[src/rtl/switch_irq_controller.sv]
// switch_irq_controller: bus-attached front end for a bank of debouncer channels.
// Provides the shared scan tick, per-channel IRQ enables and clear pulses,
// a small register file and one merged, registered CPU interrupt line.
// Optional build macro: SWITCH_IRQ_READ_CLEAR_EN (reads of the pending
// registers also clear the bits that read as 1).
module switch_irq_controller #(
    parameter int unsigned NR_OF_SWITCHES       = 8,
    parameter logic [15:0] DEFAULT_SCAN_DIVIDER = 16'd49999
) (
    input  logic                      clock,
    input  logic                      nReset,
    input  logic [2:0]                address,
    input  logic                      writeEnable,
    input  logic                      readEnable,
    input  logic [31:0]               dataIn,
    output logic [31:0]               dataOut,
    output logic                      irq,
    output logic                      scanTick,
    output logic [NR_OF_SWITCHES-1:0] enablePressIrq,
    output logic [NR_OF_SWITCHES-1:0] enableReleaseIrq,
    output logic [NR_OF_SWITCHES-1:0] resetPressIrq,
    output logic [NR_OF_SWITCHES-1:0] resetReleaseIrq,
    input  logic [NR_OF_SWITCHES-1:0] pressIrq,
    input  logic [NR_OF_SWITCHES-1:0] releasIrq,
    input  logic [NR_OF_SWITCHES-1:0] currentState
);

    localparam logic [2:0] ADDR_STATE       = 3'd0;
    localparam logic [2:0] ADDR_PRESS_PEND  = 3'd1;
    localparam logic [2:0] ADDR_RELEASE_PEND= 3'd2;
    localparam logic [2:0] ADDR_PRESS_EN    = 3'd3;
    localparam logic [2:0] ADDR_RELEASE_EN  = 3'd4;
    localparam logic [2:0] ADDR_PRESS_CLR   = 3'd5;
    localparam logic [2:0] ADDR_RELEASE_CLR = 3'd6;
    localparam logic [2:0] ADDR_SCAN_DIV    = 3'd7;

    logic [15:0]               scan_div;
    logic [15:0]               tick_cnt;
    logic [31:0]               read_word;
    logic [NR_OF_SWITCHES-1:0] press_clr_next;
    logic [NR_OF_SWITCHES-1:0] release_clr_next;
    logic                      wr_press_en;
    logic                      wr_release_en;
    logic                      wr_press_clr;
    logic                      wr_release_clr;
    logic                      wr_scan_div;
    logic                      unused_data;

    // Data bits above the channel count / divider width are ignored on writes.
    assign unused_data = ^dataIn;

    // Write strobe decode per register.
    always_comb begin
        wr_press_en    = writeEnable && (address == ADDR_PRESS_EN);
        wr_release_en  = writeEnable && (address == ADDR_RELEASE_EN);
        wr_press_clr   = writeEnable && (address == ADDR_PRESS_CLR);
        wr_release_clr = writeEnable && (address == ADDR_RELEASE_CLR);
        wr_scan_div    = writeEnable && (address == ADDR_SCAN_DIV);
    end

    // Read mux; channel-wide values are zero-extended to the bus width.
    always_comb begin
        read_word = '0;
        case (address)
            ADDR_STATE:        read_word[NR_OF_SWITCHES-1:0] = currentState;
            ADDR_PRESS_PEND:   read_word[NR_OF_SWITCHES-1:0] = pressIrq;
            ADDR_RELEASE_PEND: read_word[NR_OF_SWITCHES-1:0] = releasIrq;
            ADDR_PRESS_EN:     read_word[NR_OF_SWITCHES-1:0] = enablePressIrq;
            ADDR_RELEASE_EN:   read_word[NR_OF_SWITCHES-1:0] = enableReleaseIrq;
            ADDR_SCAN_DIV:     read_word[15:0]               = scan_div;
            default:           read_word                     = '0;
        endcase
    end

    // Clear pulse sources: write-1-to-clear, optionally OR'ed with read-clear.
    always_comb begin
        press_clr_next   = wr_press_clr   ? dataIn[NR_OF_SWITCHES-1:0] : '0;
        release_clr_next = wr_release_clr ? dataIn[NR_OF_SWITCHES-1:0] : '0;
`ifdef SWITCH_IRQ_READ_CLEAR_EN
        if (readEnable && (address == ADDR_PRESS_PEND))
            press_clr_next = press_clr_next | pressIrq;
        if (readEnable && (address == ADDR_RELEASE_PEND))
            release_clr_next = release_clr_next | releasIrq;
`endif
    end

    // Register file, read data and one-cycle clear pulses.
    always_ff @(posedge clock or negedge nReset) begin
        if (!nReset) begin
            dataOut          <= '0;
            enablePressIrq   <= '0;
            enableReleaseIrq <= '0;
            resetPressIrq    <= '0;
            resetReleaseIrq  <= '0;
            scan_div         <= DEFAULT_SCAN_DIVIDER;
        end else begin
            dataOut         <= readEnable ? read_word : '0;
            resetPressIrq   <= press_clr_next;
            resetReleaseIrq <= release_clr_next;
            if (wr_press_en)
                enablePressIrq <= dataIn[NR_OF_SWITCHES-1:0];
            if (wr_release_en)
                enableReleaseIrq <= dataIn[NR_OF_SWITCHES-1:0];
            if (wr_scan_div)
                scan_div <= dataIn[15:0];
        end
    end

    // Scan tick down-counter; a divider write restarts the period.
    always_ff @(posedge clock or negedge nReset) begin
        if (!nReset) begin
            tick_cnt <= DEFAULT_SCAN_DIVIDER;
            scanTick <= 1'b0;
        end else if (wr_scan_div) begin
            tick_cnt <= dataIn[15:0];
            scanTick <= 1'b0;
        end else if (tick_cnt == 16'd0) begin
            tick_cnt <= scan_div;
            scanTick <= 1'b1;
        end else begin
            tick_cnt <= tick_cnt - 16'd1;
            scanTick <= 1'b0;
        end
    end

    // Merged interrupt: any pending press or release event on any channel.
    always_ff @(posedge clock or negedge nReset) begin
        if (!nReset)
            irq <= 1'b0;
        else
            irq <= |(pressIrq | releasIrq);
    end

endmodule

[config.mk]
export PLATFORM = sky130hd
export DESIGN_NAME = switch_irq_controller
export DESIGN_NICKNAME = d
export VERILOG_FILES = /design/src/rtl/switch_irq_controller.sv
export SDC_FILE = /design/constraint.sdc
export NUM_CORES = 1
export LEC_CHECK = 0
export CAP_MARGIN = 20
export CORE_UTILIZATION = 30
export DETAILED_ROUTE_END_ITERATION = 12
export DONT_BUFFER_PORTS = 1
export SLEW_MARGIN = 5
export SYNTH_ARGS = -nofsm -noshare
export SYNTH_HDL_FRONTEND = slang
export SYNTH_SLANG_ARGS = --single-unit
export TNS_END_PERCENT = 5
[constraint.sdc]
create_clock -name clock -period 2.05 [get_ports clock]
set_input_delay 0.41 -clock clock [delete_from_list [all_inputs] [get_ports clock]]
set_output_delay 0.41 -clock clock [all_outputs]
set_load 0.1 [all_outputs]
# After elaboration in Yosys (flattened, before gate mapping)
# Index checks and enable logic that the tools add are counted.
# op_classes
mux	9
n_bitwise	1
eq_ne	7
n_addsub	1
n_reduce_logical	8
# op_table
cell	n
2-to-1 mux 16 bit	3
one-hot mux 8 bit (6 select lines)	1
2-to-1 mux 8 bit	3
logical NOT 16 bit	1
subtractor 16 x 1 -> 16 bit (second input constant)	1
equality test 3 bit (second input constant)	4
bitwise OR 8 bit	1
OR reduction 8 bit	1
equality test 3 x 2 -> 1 bit (second input constant)	2
logical AND 1 bit	5
equality test 3 x 1 -> 1 bit (second input constant)	1
logical NOT 3 bit	1
2-to-1 mux 1 bit	2
# totals
out_inout_bits	66
register_bits	82
in_bits	63
elab_cells	35

# Longest topological paths before layout
# Gate-level depths: netlist (run 1).
# depth
ltp_word	3
mapped_depth	7
mapped_depth_nobuf	7

# Least setup slack after synthesis (run 1)
# Ideal clock, no wire load.
# synth_timing
path_kind	register to register
startpoint	register tick_cnt[3]
endpoint	register tick_cnt[13]
arrival_ps	1824
path_buffers	1
path_slack_ps	101
setup_ps	125
stages_incl_launch_ff	7
path_cell_list	dfstp_2 or4_1 buf_2 or2_1 or4_1 a22oi_1 o21ai_1
# synth_between
elab_chain_len	3
elab_cells_between_ends	4
classes_between	1 x add/sub; 2 x mux; 1 x reduce/logical
# synth_lines
item	line_no	text
start, declared	38	logic [15:0] tick_cnt;
start signal, assigned	115	tick_cnt <= dataIn[15:0];
start signal, assigned	118	tick_cnt <= scan_div;
start signal, assigned	121	tick_cnt <= tick_cnt - 16'd1;
subtractor 16 x 1 -> 16 bit / logical NOT 16 bit (equally long branches)	121, 117	
2-to-1 mux 16 bit (*)	117	end else if (tick_cnt == 16'd0) begin
2-to-1 mux 16 bit (*)	114	end else if (wr_scan_div) begin
# Mark *: on every way between the ends. The rest lies on a longest branch, timed or not.
# A chain may end at the register's enable or synchronous reset.

# Worst setup path after layout (run 1)
# layout_timing
startpoint	register tick_cnt[7]
endpoint	register tick_cnt[13]
# The elaborated chain is that of the path after synthesis.

==> impl_metrics.prom, run 1 <==
# TYPE chip_impl_metric gauge
chip_impl_info{name="outcome",value="finished, violations left"} 1
chip_impl_info{name="failed_checks",value="hold timing"} 1
chip_impl_metric{name="p_comb_share",unit="%"} 31.7
chip_impl_info{name="critPathCaptureType",value="flip-flop"} 1
chip_impl_metric{name="grt_first_pass_wirelength",unit="microns"} 14900
chip_impl_metric{name="fin_skew",unit="ns"} 0.00602
chip_impl_metric{name="viasPerCell",unit=""} 4.83
chip_impl_metric{name="synth_seq_area_share",unit="%"} 54.2
chip_impl_metric{name="grtUsageMet3",unit="%"} 5.75
chip_impl_metric{name="floorplan.die_area",unit="sq um"} 13200
chip_impl_info{name="busiest_layer_in_global_routing",value="met2"} 1
chip_impl_metric{name="static-leakage-power",unit="uW"} 0.00220
chip_impl_metric{name="use_met1",unit="%"} 17.7
chip_impl_metric{name="final_max_tran_viols",unit=""} 0
chip_impl_metric{name="detailedRoute.firstPassIterationCount",unit=""} 4
chip_impl_metric{name="initial_core_util",unit="%"} 31.4
chip_impl_metric{name="synth_area_per_cell",unit="sq um"} 10.4
chip_impl_metric{name="max_clock_freq",unit="MHz"} 508
chip_impl_metric{name="power.density_cell_area",unit="nW/um^2"} 1220
chip_impl_metric{name="max_cap_violations",unit=""} 0
chip_impl_metric{name="placed_cell_area",unit="sq um"} 4390
chip_impl_metric{name="clock_power_share",unit="%"} 30.2
chip_impl_info{name="worst_path_most_repeated_cell",value="or4_4"} 1
chip_impl_metric{name="total_switching_power",unit="uW"} 2150
chip_impl_metric{name="grt_start_max_net_pins",unit=""} 83
chip_impl_metric{name="route.detailed.drc",unit=""} 0
chip_impl_metric{name="yosysWarningCount",unit=""} 0
chip_impl_metric{name="required",unit="ns"} 2.27
chip_impl_metric{name="cts-root-to-sink-buffers",unit=""} 2
chip_impl_metric{name="portion_of_the_clock_cycle_consumed_by_the_worst_path_in_the_final_layout",unit="%"} 96.0
chip_impl_metric{name="placedCellCount",unit=""} 583
chip_impl_metric{name="critPathBufInv",unit=""} 0
chip_impl_metric{name="worst_ep_arrival_time",unit="ns"} 2.19
chip_impl_metric{name="die_ht",unit="microns"} 115
chip_impl_info{name="critical_path.startpoint_type",value="flip-flop"} 1
chip_impl_metric{name="internal_power",unit="uW"} 3630
chip_impl_metric{name="antenna-diode-count",unit=""} 0
chip_impl_metric{name="multiInputGateArea",unit="sq um"} 1640
chip_impl_metric{name="sequential_cell_area",unit="sq um"} 2070
chip_impl_info{name="critical_path_cell_list",value="or4_4 -> or2_4 -> or4_4 -> a22oi_2 -> o21ai_1"} 1
chip_impl_metric{name="fillCellCount",unit=""} 1224
chip_impl_metric{name="drt-wirelength-per-cell",unit="microns"} 16.3
chip_impl_metric{name="port_buffers",unit=""} 0
chip_impl_metric{name="gr-usage-met2",unit="%"} 23.9
chip_impl_metric{name="grt_antenna_before_repair",unit=""} 0
chip_impl_metric{name="synth.cell_area",unit="sq um"} 3830
chip_impl_metric{name="drtIter0Drc",unit=""} 213
chip_impl_metric{name="switching_share",unit="%"} 37.2
chip_impl_metric{name="post-route-cell-area",unit="sq um"} 4730
chip_impl_info{name="unrepaired_setup_endpoints_after_global_routing",value="yes"} 1
chip_impl_metric{name="cpPeakStageDelay",unit="ns"} 0.54
chip_impl_metric{name="vias_in_the_first_global_route",unit=""} 2921
chip_impl_info{name="most-common-layout-cells",value="dfrtp_1 (64), buf_4 (64), nand2_1 (59)"} 1
chip_impl_metric{name="gp_routability_congestion",unit=""} 0.832
chip_impl_metric{name="post-dp-hpwl",unit="microns"} 6850
chip_impl_metric{name="grt_use_total",unit="%"} 15.0
chip_impl_info{name="clock-root-buffer",value="clkbuf_16"} 1
chip_impl_metric{name="final_hold_viol_count",unit=""} 82
chip_impl_metric{name="route.antenna.remaining_nets",unit=""} 0
chip_impl_metric{name="post_synth_num_cell_types",unit=""} 44
chip_impl_metric{name="crit_fanout",unit=""} 3
chip_impl_metric{name="synth-edff-count",unit=""} 0
chip_impl_metric{name="die_w",unit="microns"} 115
chip_impl_metric{name="tritoncts_buffers",unit=""} 9
chip_impl_metric{name="finalPower",unit="uW"} 5770
chip_impl_metric{name="core_area",unit="sq um"} 12200
chip_impl_metric{name="vdd.ir_drop.worst",unit="uV"} 566
chip_impl_metric{name="htree_num_levels",unit=""} 3
chip_impl_metric{name="boundaryPins",unit=""} 129
chip_impl_metric{name="cts_sinks",unit=""} 82
chip_impl_info{name="min-delay-path-class",value="in -> async"} 1
chip_impl_metric{name="finalCriticalPeriod",unit="ns"} 1.97
chip_impl_info{name="tritoncts",value="yes"} 1
chip_impl_metric{name="fin_hold_ws",unit="ns"} -0.231
chip_impl_metric{name="path_clk_slew",unit="ns"} 0.06
chip_impl_info{name="crit_type",value="reg -> reg"} 1
chip_impl_info{name="critical_path.slowest_cell",value="or4_4"} 1
chip_impl_metric{name="placementRows",unit=""} 40
chip_impl_metric{name="postSynth.asyncResetShare",unit="%"} 100
chip_impl_metric{name="routed-via-count",unit=""} 2892
chip_impl_metric{name="finish.cell_count_without_fillers",unit=""} 599
chip_impl_metric{name="synth_seq_cells",unit=""} 82
chip_impl_metric{name="setup_viol",unit=""} 0
chip_impl_info{name="synth-main-ff-cell",value="dfrtp_1"} 1
chip_impl_metric{name="gr-total-overflow",unit=""} 0
chip_impl_metric{name="layout-drive-gt1-share",unit="%"} 29.7
chip_impl_metric{name="cts_post_setup_buffers_inserted",unit=""} 0
chip_impl_metric{name="areaGrowthSynthToFinish",unit="%"} 23.6
chip_impl_info{name="cpLargestDelayFamily",value="simple AND/OR/NAND/NOR gates"} 1
chip_impl_metric{name="postSynthCellCount",unit=""} 369
chip_impl_metric{name="layout_net_count",unit=""} 491
chip_impl_metric{name="routed_wirelength",unit="microns"} 9770
chip_impl_metric{name="setup-tns-final",unit="ns"} 0
chip_impl_metric{name="clock_latency",unit="ns"} 0.34
chip_impl_metric{name="sequentialPowerShare",unit="%"} 38.1
## worst paths after layout
kind / endpoint / depth (start not counted) / slack [ns] / start
worst max register to register: tick_cnt[13] / 5 / 0.08 / tick_cnt[7]
worst max-delay path: tick_cnt[13] / 5 / 0.08 / tick_cnt[7]
min in group clock: scan_div[14] / 2 / 0.15 / dataIn[14]
max in group asynchronous: scan_div[6] / 0 / 2.07 / nReset
worst min register to register: scan_div[14] / 2 / 0.47 / scan_div[14]
worst min-delay path: dataOut[14] / 0 / -0.23 / nReset
## sequential cells by signal, indices dropped and copies added, names as in the netlist
name / cells
enableReleaseIrq: 8
scan_div: 16
resetPressIrq: 8
resetReleaseIrq: 8
enablePressIrq: 8
tick_cnt: 16
scanTick: 1
irq: 1
dataOut: 16
## power groups by stage
stage / clock network [uW] / logic [uW] / registers [uW]
after floorplan: 0 / 764 / 2850
after global placement: 0 / 1790 / 2200
after detailed placement: 0 / 1820 / 2210
after CTS: 1760 / 1830 / 2190
after global routing: 1840 / 1960 / 2240
final: 1740 / 1830 / 2200
## logic make-up (layout without fill, tap and decap cells)
kind of cell	count (synthesis)	after routing	synth area share, %
mux	27	27	8.36
simple gates	151	151	19.3
compound gates	64	64	10.9
buf+inv	36	83	5.19
flops	82	82	54.2
xor+xnor	6	6	1.37
other cells	1	16	0.0979
fa+ha+maj	2	2	0.653
## metrics by stage
step,hold slack [ns],worst slack (ns),util [%]
floorplan,0.114,0.101,-
global placement,0.117,0.0369,35.9
detailed placement,0.118,0.0100,35.9
CTS,-0.242,0.0337,38.6
global route,-0.244,-0.00581,38.8
finish,-0.231,0.0815,38.8
## layout make-up
type                    instances  area share, %
well taps                     168           4.44
clock inverters                 4           1.59
inverters                       3          0.238
clock buffers                  12           5.21
multi-input cells             266           34.5
repair buffers                 64           10.2
flip-flops and latches         82           43.8
## cell usage after synthesis, types with 2 or more instances
cell type | count | area share (%)
a211oi_1 | 2 | 0.39
a21oi_1 | 12 | 1.6
a221oi_1 | 5 | 1.1
a22oi_1 | 9 | 1.8
a311oi_1 | 4 | 0.91
a31oi_1 | 5 | 0.82
and2_1 | 27 | 4.4
and3_1 | 2 | 0.33
buf_2 | 3 | 0.39
buf_4 | 16 | 3.1
clkbuf_1 | 14 | 1.4
dfrtp_1 | 64 | 42
dfstp_2 | 18 | 12
ha_1 | 2 | 0.65
inv_1 | 3 | 0.29
mux2_2 | 20 | 5.9
mux2i_1 | 5 | 1.3
mux4_2 | 2 | 1.2
nand2_1 | 59 | 5.8
nand3_1 | 7 | 0.91
nand4_1 | 2 | 0.33
nor2_1 | 22 | 2.2
nor2b_1 | 4 | 0.65
nor3_1 | 10 | 1.3
nor3b_1 | 3 | 0.59
nor4_1 | 5 | 0.82
o211ai_1 | 3 | 0.59
o21ai_0 | 16 | 2.1
o21bai_1 | 2 | 0.39
o31ai_1 | 2 | 0.39
or3b_2 | 2 | 0.46
or4_1 | 3 | 0.59
xor2_1 | 5 | 1.1
## per-layer routing
| layer | vias up | part of all wire, % |
|---|---|---|
| li1 | 1370 | - |
| met1 | 1441 | 41 |
| met2 | 64 | 49 |
| met3 | 17 | 7.9 |
| met4 | 0 | 2.4 |
| met5 | - | 0 |
## timing repair
| action | in CTS | in global routing |
|---|---|---|
| endpoints found under the hold margin | 82 | 82 |
| pin swaps | 0 | 1 |
| cloned | 0 | 0 |
| gates resized for setup | 1 | 5 |
| endpoints found under the setup margin | 1 | 5 |
Note: power is estimated with default switching activity, not from simulation.
==> inputs of run 2 (changes only) <==
--- a/config.mk
+++ b/config.mk
@@ -6,6 +6,7 @@
 export NUM_CORES = 1
 export LEC_CHECK = 0
 export CAP_MARGIN = 20
+export CORE_ASPECT_RATIO = 1.4
 export CORE_UTILIZATION = 30
 export DETAILED_ROUTE_END_ITERATION = 12
 export DONT_BUFFER_PORTS = 1
==> run 2 against run 1 <==
Effect of this change:
- final area about the same
- maximum frequency is 0.14% higher
- core utilization shrank 0.53 points
- sequential power barely moved
- critical path type unchanged
- combinational power is essentially flat
- die area about the same
- clock skew is 0.0018 ns lower
- via count grew 0.86%
- sequential share of layout area about the same
- count of clock-buffer cells in the layout unchanged
- the run still ends with hold timing left
- highest routed layer unchanged
==> impl_metrics.prom, run 2 (same netlist as run 1, synthesis figures left out) <==
# TYPE chip_impl_metric gauge
chip_impl_metric{name="route.antenna.remaining_nets",unit=""} 0
chip_impl_metric{name="cts-root-to-sink-buffers",unit=""} 2
chip_impl_metric{name="cts_post_setup_buffers_inserted",unit=""} 0
chip_impl_metric{name="crit_fanout",unit=""} 4
chip_impl_metric{name="r2r_setup_slack",unit="ns"} 0.08
chip_impl_metric{name="port_buffers",unit=""} 0
chip_impl_metric{name="fin_skew",unit="ns"} 0.00418
chip_impl_metric{name="drt-wirelength-per-cell",unit="microns"} 16.8
chip_impl_metric{name="power.density_cell_area",unit="nW/um^2"} 1230
chip_impl_metric{name="gp_routability_congestion",unit=""} 0.855
chip_impl_info{name="top_regs",value="dataOut (16), scan_div (16), tick_cnt (16)"} 1
chip_impl_metric{name="core_area",unit="sq um"} 12400
chip_impl_metric{name="setup-tns-final",unit="ns"} 0
chip_impl_metric{name="routed-via-count",unit=""} 2917
chip_impl_metric{name="max_cap_violations",unit=""} 0
chip_impl_metric{name="gr-usage-met2",unit="%"} 26.7
chip_impl_metric{name="initial_core_util",unit="%"} 31.0
chip_impl_metric{name="cts_sinks",unit=""} 82
chip_impl_metric{name="use_met1",unit="%"} 17.9
chip_impl_metric{name="worst-slew-pin-transition",unit="ns"} 0.642
chip_impl_info{name="cpLargestDelayFamily",value="simple AND/OR/NAND/NOR gates"} 1
chip_impl_metric{name="vdd.ir_drop.worst",unit="uV"} 434
chip_impl_metric{name="final_hold_viol_count",unit=""} 82
chip_impl_info{name="busiest_layer_in_global_routing",value="met2"} 1
chip_impl_metric{name="setup_viol",unit=""} 0
chip_impl_metric{name="required",unit="ns"} 2.27
chip_impl_info{name="outcome",value="finished, violations left"} 1
chip_impl_metric{name="placementRows",unit=""} 48
chip_impl_metric{name="finish.cell_count_without_fillers",unit=""} 581
chip_impl_metric{name="post-dp-hpwl",unit="microns"} 6980
chip_impl_metric{name="fin_hold_ws",unit="ns"} -0.232
chip_impl_metric{name="finalCriticalPeriod",unit="ns"} 1.97
chip_impl_metric{name="detailedRoute.firstPassIterationCount",unit=""} 5
chip_impl_info{name="min-delay-path-class",value="in -> async"} 1
chip_impl_metric{name="static-leakage-power",unit="uW"} 0.00222
chip_impl_metric{name="max_clock_freq",unit="MHz"} 509
chip_impl_info{name="critical_path.startpoint_type",value="flip-flop"} 1
chip_impl_info{name="clock-root-buffer",value="clkbuf_16"} 1
chip_impl_metric{name="tritoncts_buffers",unit=""} 9
chip_impl_info{name="critical_path_cell_list",value="or4_4 -> or2_4 -> or4_1 -> a22oi_2 -> o21ai_1"} 1
chip_impl_metric{name="grt_use_total",unit="%"} 15.3
chip_impl_metric{name="viasPerCell",unit=""} 5.02
chip_impl_info{name="unrepaired_setup_endpoints_after_global_routing",value="no"} 1
chip_impl_metric{name="worst_ep_arrival_time",unit="ns"} 2.18
chip_impl_metric{name="clock_latency",unit="ns"} 0.33
chip_impl_metric{name="layout_net_count",unit=""} 491
chip_impl_info{name="critPathCaptureType",value="flip-flop"} 1
chip_impl_info{name="tritoncts",value="yes"} 1
chip_impl_info{name="failed_checks",value="hold timing"} 1
chip_impl_metric{name="die_w",unit="microns"} 97.5
chip_impl_metric{name="grt_first_pass_wirelength",unit="microns"} 15800
chip_impl_metric{name="drtIter0Drc",unit=""} 146
chip_impl_metric{name="floorplan.die_area",unit="sq um"} 13200
chip_impl_metric{name="critPathBufInv",unit=""} 0
chip_impl_metric{name="grtUsageMet3",unit="%"} 3.87
chip_impl_metric{name="vias_in_the_first_global_route",unit=""} 2979
chip_impl_metric{name="pre_cts_slack",unit="ns"} 0.0393
chip_impl_metric{name="layout-drive-gt1-share",unit="%"} 30.4
chip_impl_metric{name="grt_start_max_net_pins",unit=""} 83
chip_impl_metric{name="grt_antenna_before_repair",unit=""} 0
chip_impl_metric{name="path_clk_slew",unit="ns"} 0.06
chip_impl_metric{name="final_max_tran_viols",unit=""} 0
chip_impl_metric{name="routed_wirelength",unit="microns"} 9750
chip_impl_metric{name="antenna-diode-count",unit=""} 0
chip_impl_metric{name="htree_num_levels",unit=""} 3
chip_impl_info{name="crit_type",value="reg -> reg"} 1
chip_impl_metric{name="die_ht",unit="microns"} 136
chip_impl_metric{name="timing.final.ws_setup",unit="ns"} 0.0844
chip_impl_info{name="most-common-layout-cells",value="dfrtp_1 (64), buf_4 (64), nand2_1 (59)"} 1
chip_impl_metric{name="worst_slew_margin_relative_to_its_limit",unit="%"} 57.0
chip_impl_metric{name="portion_of_the_clock_cycle_consumed_by_the_worst_path_in_the_final_layout",unit="%"} 95.9
chip_impl_metric{name="placedCellCount",unit=""} 565
chip_impl_metric{name="route.detailed.drc",unit=""} 0
chip_impl_info{name="critical_path.slowest_cell",value="or4_4"} 1
chip_impl_metric{name="gr-total-overflow",unit=""} 0
chip_impl_metric{name="cpPeakStageDelay",unit="ns"} 0.56
chip_impl_metric{name="boundaryPins",unit=""} 129
chip_impl_metric{name="areaGrowthSynthToFinish",unit="%"} 23.5
[run 2: area by class of cell]
type	count	area, sq um
clock buffers	12	267
multi-input cells	266	1640
flip-flops and latches	82	2070
inverters	3	11.3
well taps	150	188
fillers	1230	7640
clock inverters	4	72.6
repair buffers	64	480
[run 2: report_power, final]
| group | switching (uW) | internal, uW |
|---|---|---|
| combinational | 1260 | 542 |
| clock | 629 | 1160 |
| sequential | 227 | 1980 |
| total | 2120 | 3680 |
[run 2: stage by stage]
stage	utilization, %	hold slack [ns]	total power [uW]	instance area (sq um)
floorplan	-	0.114	3620	3890
global placement	35.3	0.117	3970	4370
detailed placement	35.3	0.117	4000	4370
CTS	38.1	-0.245	5830	4710
global route	38.2	-0.258	6110	4730
finish	38.2	-0.232	5800	4730
[run 2: metal layers]
metal  routed length, microns  vias up
met5                        0        -
met4                      143        0
met3                      654       11
met2                     4980      120
met1                     3970     1408
li1                         -     1378
[run 2: worst reg2reg max path, cell delays in order, from the launching register on]
cell and delay, ns:
dfstp_2 0.39, or4_4 0.56, or2_4 0.29, or4_1 0.42, a22oi_2 0.13, o21ai_1 0.07
[run 2: final timing paths]
check	start	endpoint	depth (start not counted)
max	tick_cnt[6]	tick_cnt[13]	5
max in group asynchronous	nReset	tick_cnt[15]	0
min in group clock	dataIn[14]	scan_div[14]	2
min	nReset	resetReleaseIrq[6]	0
max reg2reg	tick_cnt[6]	tick_cnt[13]	5
min reg2reg	scan_div[15]	scan_div[15]	2
[run 2: what timing repair did]
item | CTS | global route
endpoints found under the hold margin | 82 | 82
gates resized for setup | 0 | 6
setup endpoints to repair | 0 | 6
==> inputs of run 3 (changes only) <==
==> constraint.sdc (replaced) <==
create_clock -name clock -period 2.35 [get_ports clock]
set_input_delay 0.47 -clock clock [delete_from_list [all_inputs] [get_ports clock]]
set_output_delay 0.47 -clock clock [all_outputs]
set_load 0.1 [all_outputs]
==> run 3 against run 2 <==
Effect of this change:
- total power is 15% lower
- routed wire length up 1.0%
- worst hold slack improved by 0.056 ns
- clock skew increased by 0.0028 ns
- flip-flop and latch count unchanged
- die area did not move
- clock power is 18% lower
- the flow still finishes with violations (hold timing)
- final area down 2.1%
- non-clock buffer count down 7
- count of clock-buffer cells in the layout stayed put
- global-route usage rose by 0.085 points
- largest power group unchanged
==> impl_metrics.prom, run 3 (same netlist as run 1, synthesis figures left out) <==
# TYPE chip_impl_metric gauge
chip_impl_info{name="outcome",value="finished, violations left"} 1
chip_impl_info{name="failed_checks",value="hold timing"} 1
chip_impl_metric{name="post_cts_resized",unit=""} 0
chip_impl_metric{name="static-leakage-power",unit="uW"} 0.00217
chip_impl_metric{name="setup_viol",unit=""} 0
chip_impl_metric{name="core_area",unit="sq um"} 12400
chip_impl_info{name="top_regs",value="dataOut (16), scan_div (16), tick_cnt (16)"} 1
chip_impl_metric{name="viasPerCell",unit=""} 5.10
chip_impl_metric{name="worst_slew_margin_relative_to_its_limit",unit="%"} 36.8
chip_impl_metric{name="areaGrowthSynthToFinish",unit="%"} 20.9
chip_impl_metric{name="switching_share",unit="%"} 37.8
chip_impl_info{name="clock-root-buffer",value="clkbuf_16"} 1
chip_impl_metric{name="gp_routability_congestion",unit=""} 0.850
chip_impl_metric{name="path_clk_slew",unit="ns"} 0.06
chip_impl_metric{name="power.density_cell_area",unit="nW/um^2"} 1060
chip_impl_info{name="min-delay-path-class",value="in -> async"} 1
chip_impl_metric{name="route.detailed.drc",unit=""} 0
chip_impl_metric{name="routed_wirelength",unit="microns"} 9850
chip_impl_metric{name="routed_length_on_met3",unit="microns"} 647
chip_impl_metric{name="tritoncts_buffers",unit=""} 9
chip_impl_metric{name="final_hold_viol_count",unit=""} 65
chip_impl_metric{name="die_w",unit="microns"} 97.5
chip_impl_info{name="crit_type",value="reg -> reg"} 1
chip_impl_metric{name="antenna-diode-count",unit=""} 0
chip_impl_metric{name="layout_net_count",unit=""} 484
chip_impl_metric{name="setup-tns-final",unit="ns"} 0
chip_impl_metric{name="clock_power_share",unit="%"} 30.1
chip_impl_metric{name="die_ht",unit="microns"} 136
chip_impl_metric{name="finalCriticalPeriod",unit="ns"} 2.11
chip_impl_metric{name="worst_ep_arrival_time",unit="ns"} 2.33
chip_impl_metric{name="max_clock_freq",unit="MHz"} 474
chip_impl_info{name="top_layer_used",value="met4"} 1
chip_impl_metric{name="grt_antenna_before_repair",unit=""} 0
chip_impl_metric{name="drtIter0Drc",unit=""} 174
chip_impl_metric{name="placed_cell_area",unit="sq um"} 4320
chip_impl_metric{name="fillCellCount",unit=""} 1224
chip_impl_info{name="tritoncts",value="yes"} 1
chip_impl_metric{name="max_cap_violations",unit=""} 0
chip_impl_metric{name="detailedRoute.firstPassIterationCount",unit=""} 5
chip_impl_metric{name="fin_hold_ws",unit="ns"} -0.176
chip_impl_metric{name="port_buffers",unit=""} 0
chip_impl_metric{name="grt_start_max_net_pins",unit=""} 83
chip_impl_info{name="most-common-layout-cells",value="dfrtp_1 (64), nand2_1 (59), buf_4 (57)"} 1
chip_impl_metric{name="drt-wirelength-per-cell",unit="microns"} 17.2
chip_impl_metric{name="placementRows",unit=""} 48
chip_impl_metric{name="portion_of_the_clock_cycle_consumed_by_the_worst_path_in_the_final_layout",unit="%"} 89.8
chip_impl_metric{name="total_switching_power",unit="uW"} 1850
chip_impl_metric{name="final_max_tran_viols",unit=""} 0
chip_impl_metric{name="post-route-cell-area",unit="sq um"} 4630
chip_impl_metric{name="m1WireLength",unit="microns"} 4090
chip_impl_metric{name="cts_sinks",unit=""} 82
chip_impl_metric{name="fin_skew",unit="ns"} 0.00695
chip_impl_info{name="critPathCaptureType",value="flip-flop"} 1
chip_impl_metric{name="layout-drive-gt1-share",unit="%"} 27.8
chip_impl_metric{name="grt_first_pass_wirelength",unit="microns"} 15900
chip_impl_info{name="layout.cells.most_common",value="dfrtp_1"} 1
chip_impl_metric{name="htree_num_levels",unit=""} 3
chip_impl_metric{name="post-dp-hpwl",unit="microns"} 6910
chip_impl_metric{name="vias_in_the_first_global_route",unit=""} 3037
chip_impl_metric{name="vdd.ir_drop.worst",unit="uV"} 421
chip_impl_metric{name="cts_post_setup_buffers_inserted",unit=""} 0
chip_impl_metric{name="crit_fanout",unit=""} 6
chip_impl_metric{name="gr-total-overflow",unit=""} 0
chip_impl_metric{name="route.antenna.remaining_nets",unit=""} 0
chip_impl_metric{name="worst-slew-pin-transition",unit="ns"} 0.948
chip_impl_metric{name="cts-root-to-sink-buffers",unit=""} 2
chip_impl_metric{name="sequentialPowerShare",unit="%"} 40.9
chip_impl_metric{name="initial_core_util",unit="%"} 31.0
chip_impl_metric{name="met2_wirelength",unit="microns"} 4900
chip_impl_metric{name="routed-via-count",unit=""} 2925
chip_impl_info{name="critical_path.startpoint_type",value="flip-flop"} 1
chip_impl_metric{name="required",unit="ns"} 2.57
chip_impl_metric{name="clock_latency",unit="ns"} 0.34
chip_impl_metric{name="p_comb_share",unit="%"} 29.0
chip_impl_metric{name="grt_use_total",unit="%"} 15.4
chip_impl_info{name="unrepaired_setup_endpoints_after_global_routing",value="no"} 1
chip_impl_metric{name="internal_power",unit="uW"} 3050
chip_impl_metric{name="boundaryPins",unit=""} 129
chip_impl_metric{name="floorplan.die_area",unit="sq um"} 13200
run 3: layout make-up:
cell class              instances  area (sq um)  share of cell area, %
clock buffers                  12           267                   5.75
well taps                     150           188                   4.05
multi-input cells             266          1620                   34.9
repair buffers                 57           428                   9.24
flip-flops and latches         82          2070                   44.8
clock inverters                 4          48.8                   1.05
inverters                       3          11.3                  0.243
run 3: critical path, cell delays in order, from the launching register on:
cell and delay [ns]:
dfrtp_1 0.44, or4_1 0.60, or2_1 0.31, or4_1 0.40
a22oi_1 0.17, o21ai_1 0.07
run 3: layer usage:
metal	up-vias	track usage, %
met4	0	6.05
met1	1408	17.9
met5	-	0
li1	1361	-
met3	22	3.92
met2	134	27.0
run 3: path summary, 6_finish.rpt:
check,start,endpoint,slack (ns),depth (start not counted)
min in group clock,dataIn[1],scan_div[1],0.22,2
max in group asynchronous,nReset,scan_div[14],2.29,0
max reg2reg,tick_cnt[4],tick_cnt[13],0.24,5
max,tick_cnt[4],tick_cnt[13],0.24,5
min,nReset,resetReleaseIrq[7],-0.18,0
min reg2reg,scan_div[15],scan_div[15],0.46,2
run 3: stage by stage:
step / util [%] / cells / hold WS, ns / setup slack (ns) / power (uW)
final: 37.4 / 574 / -0.176 / 0.240 / 4900
after global routing: 37.4 / 574 / -0.194 / 0.0499 / 5130
after CTS: 37.4 / 574 / -0.185 / 0.246 / 4940
after detailed placement: 34.9 / 558 / 0.177 / 0.260 / 3450
after global placement: 34.9 / 558 / 0.177 / 0.247 / 3410
after floorplan: - / 384 / 0.174 / 0.401 / 3150
run 3: power groups by stage:
stage                     logic [uW]  registers [uW]  clock network, uW
final                           1420            2010               1470
after global routing            1530            2040               1560
after CTS                       1430            2000               1500
after detailed placement        1430            2020                  0
after global placement          1410            2000                  0
after floorplan                  666            2490                  0
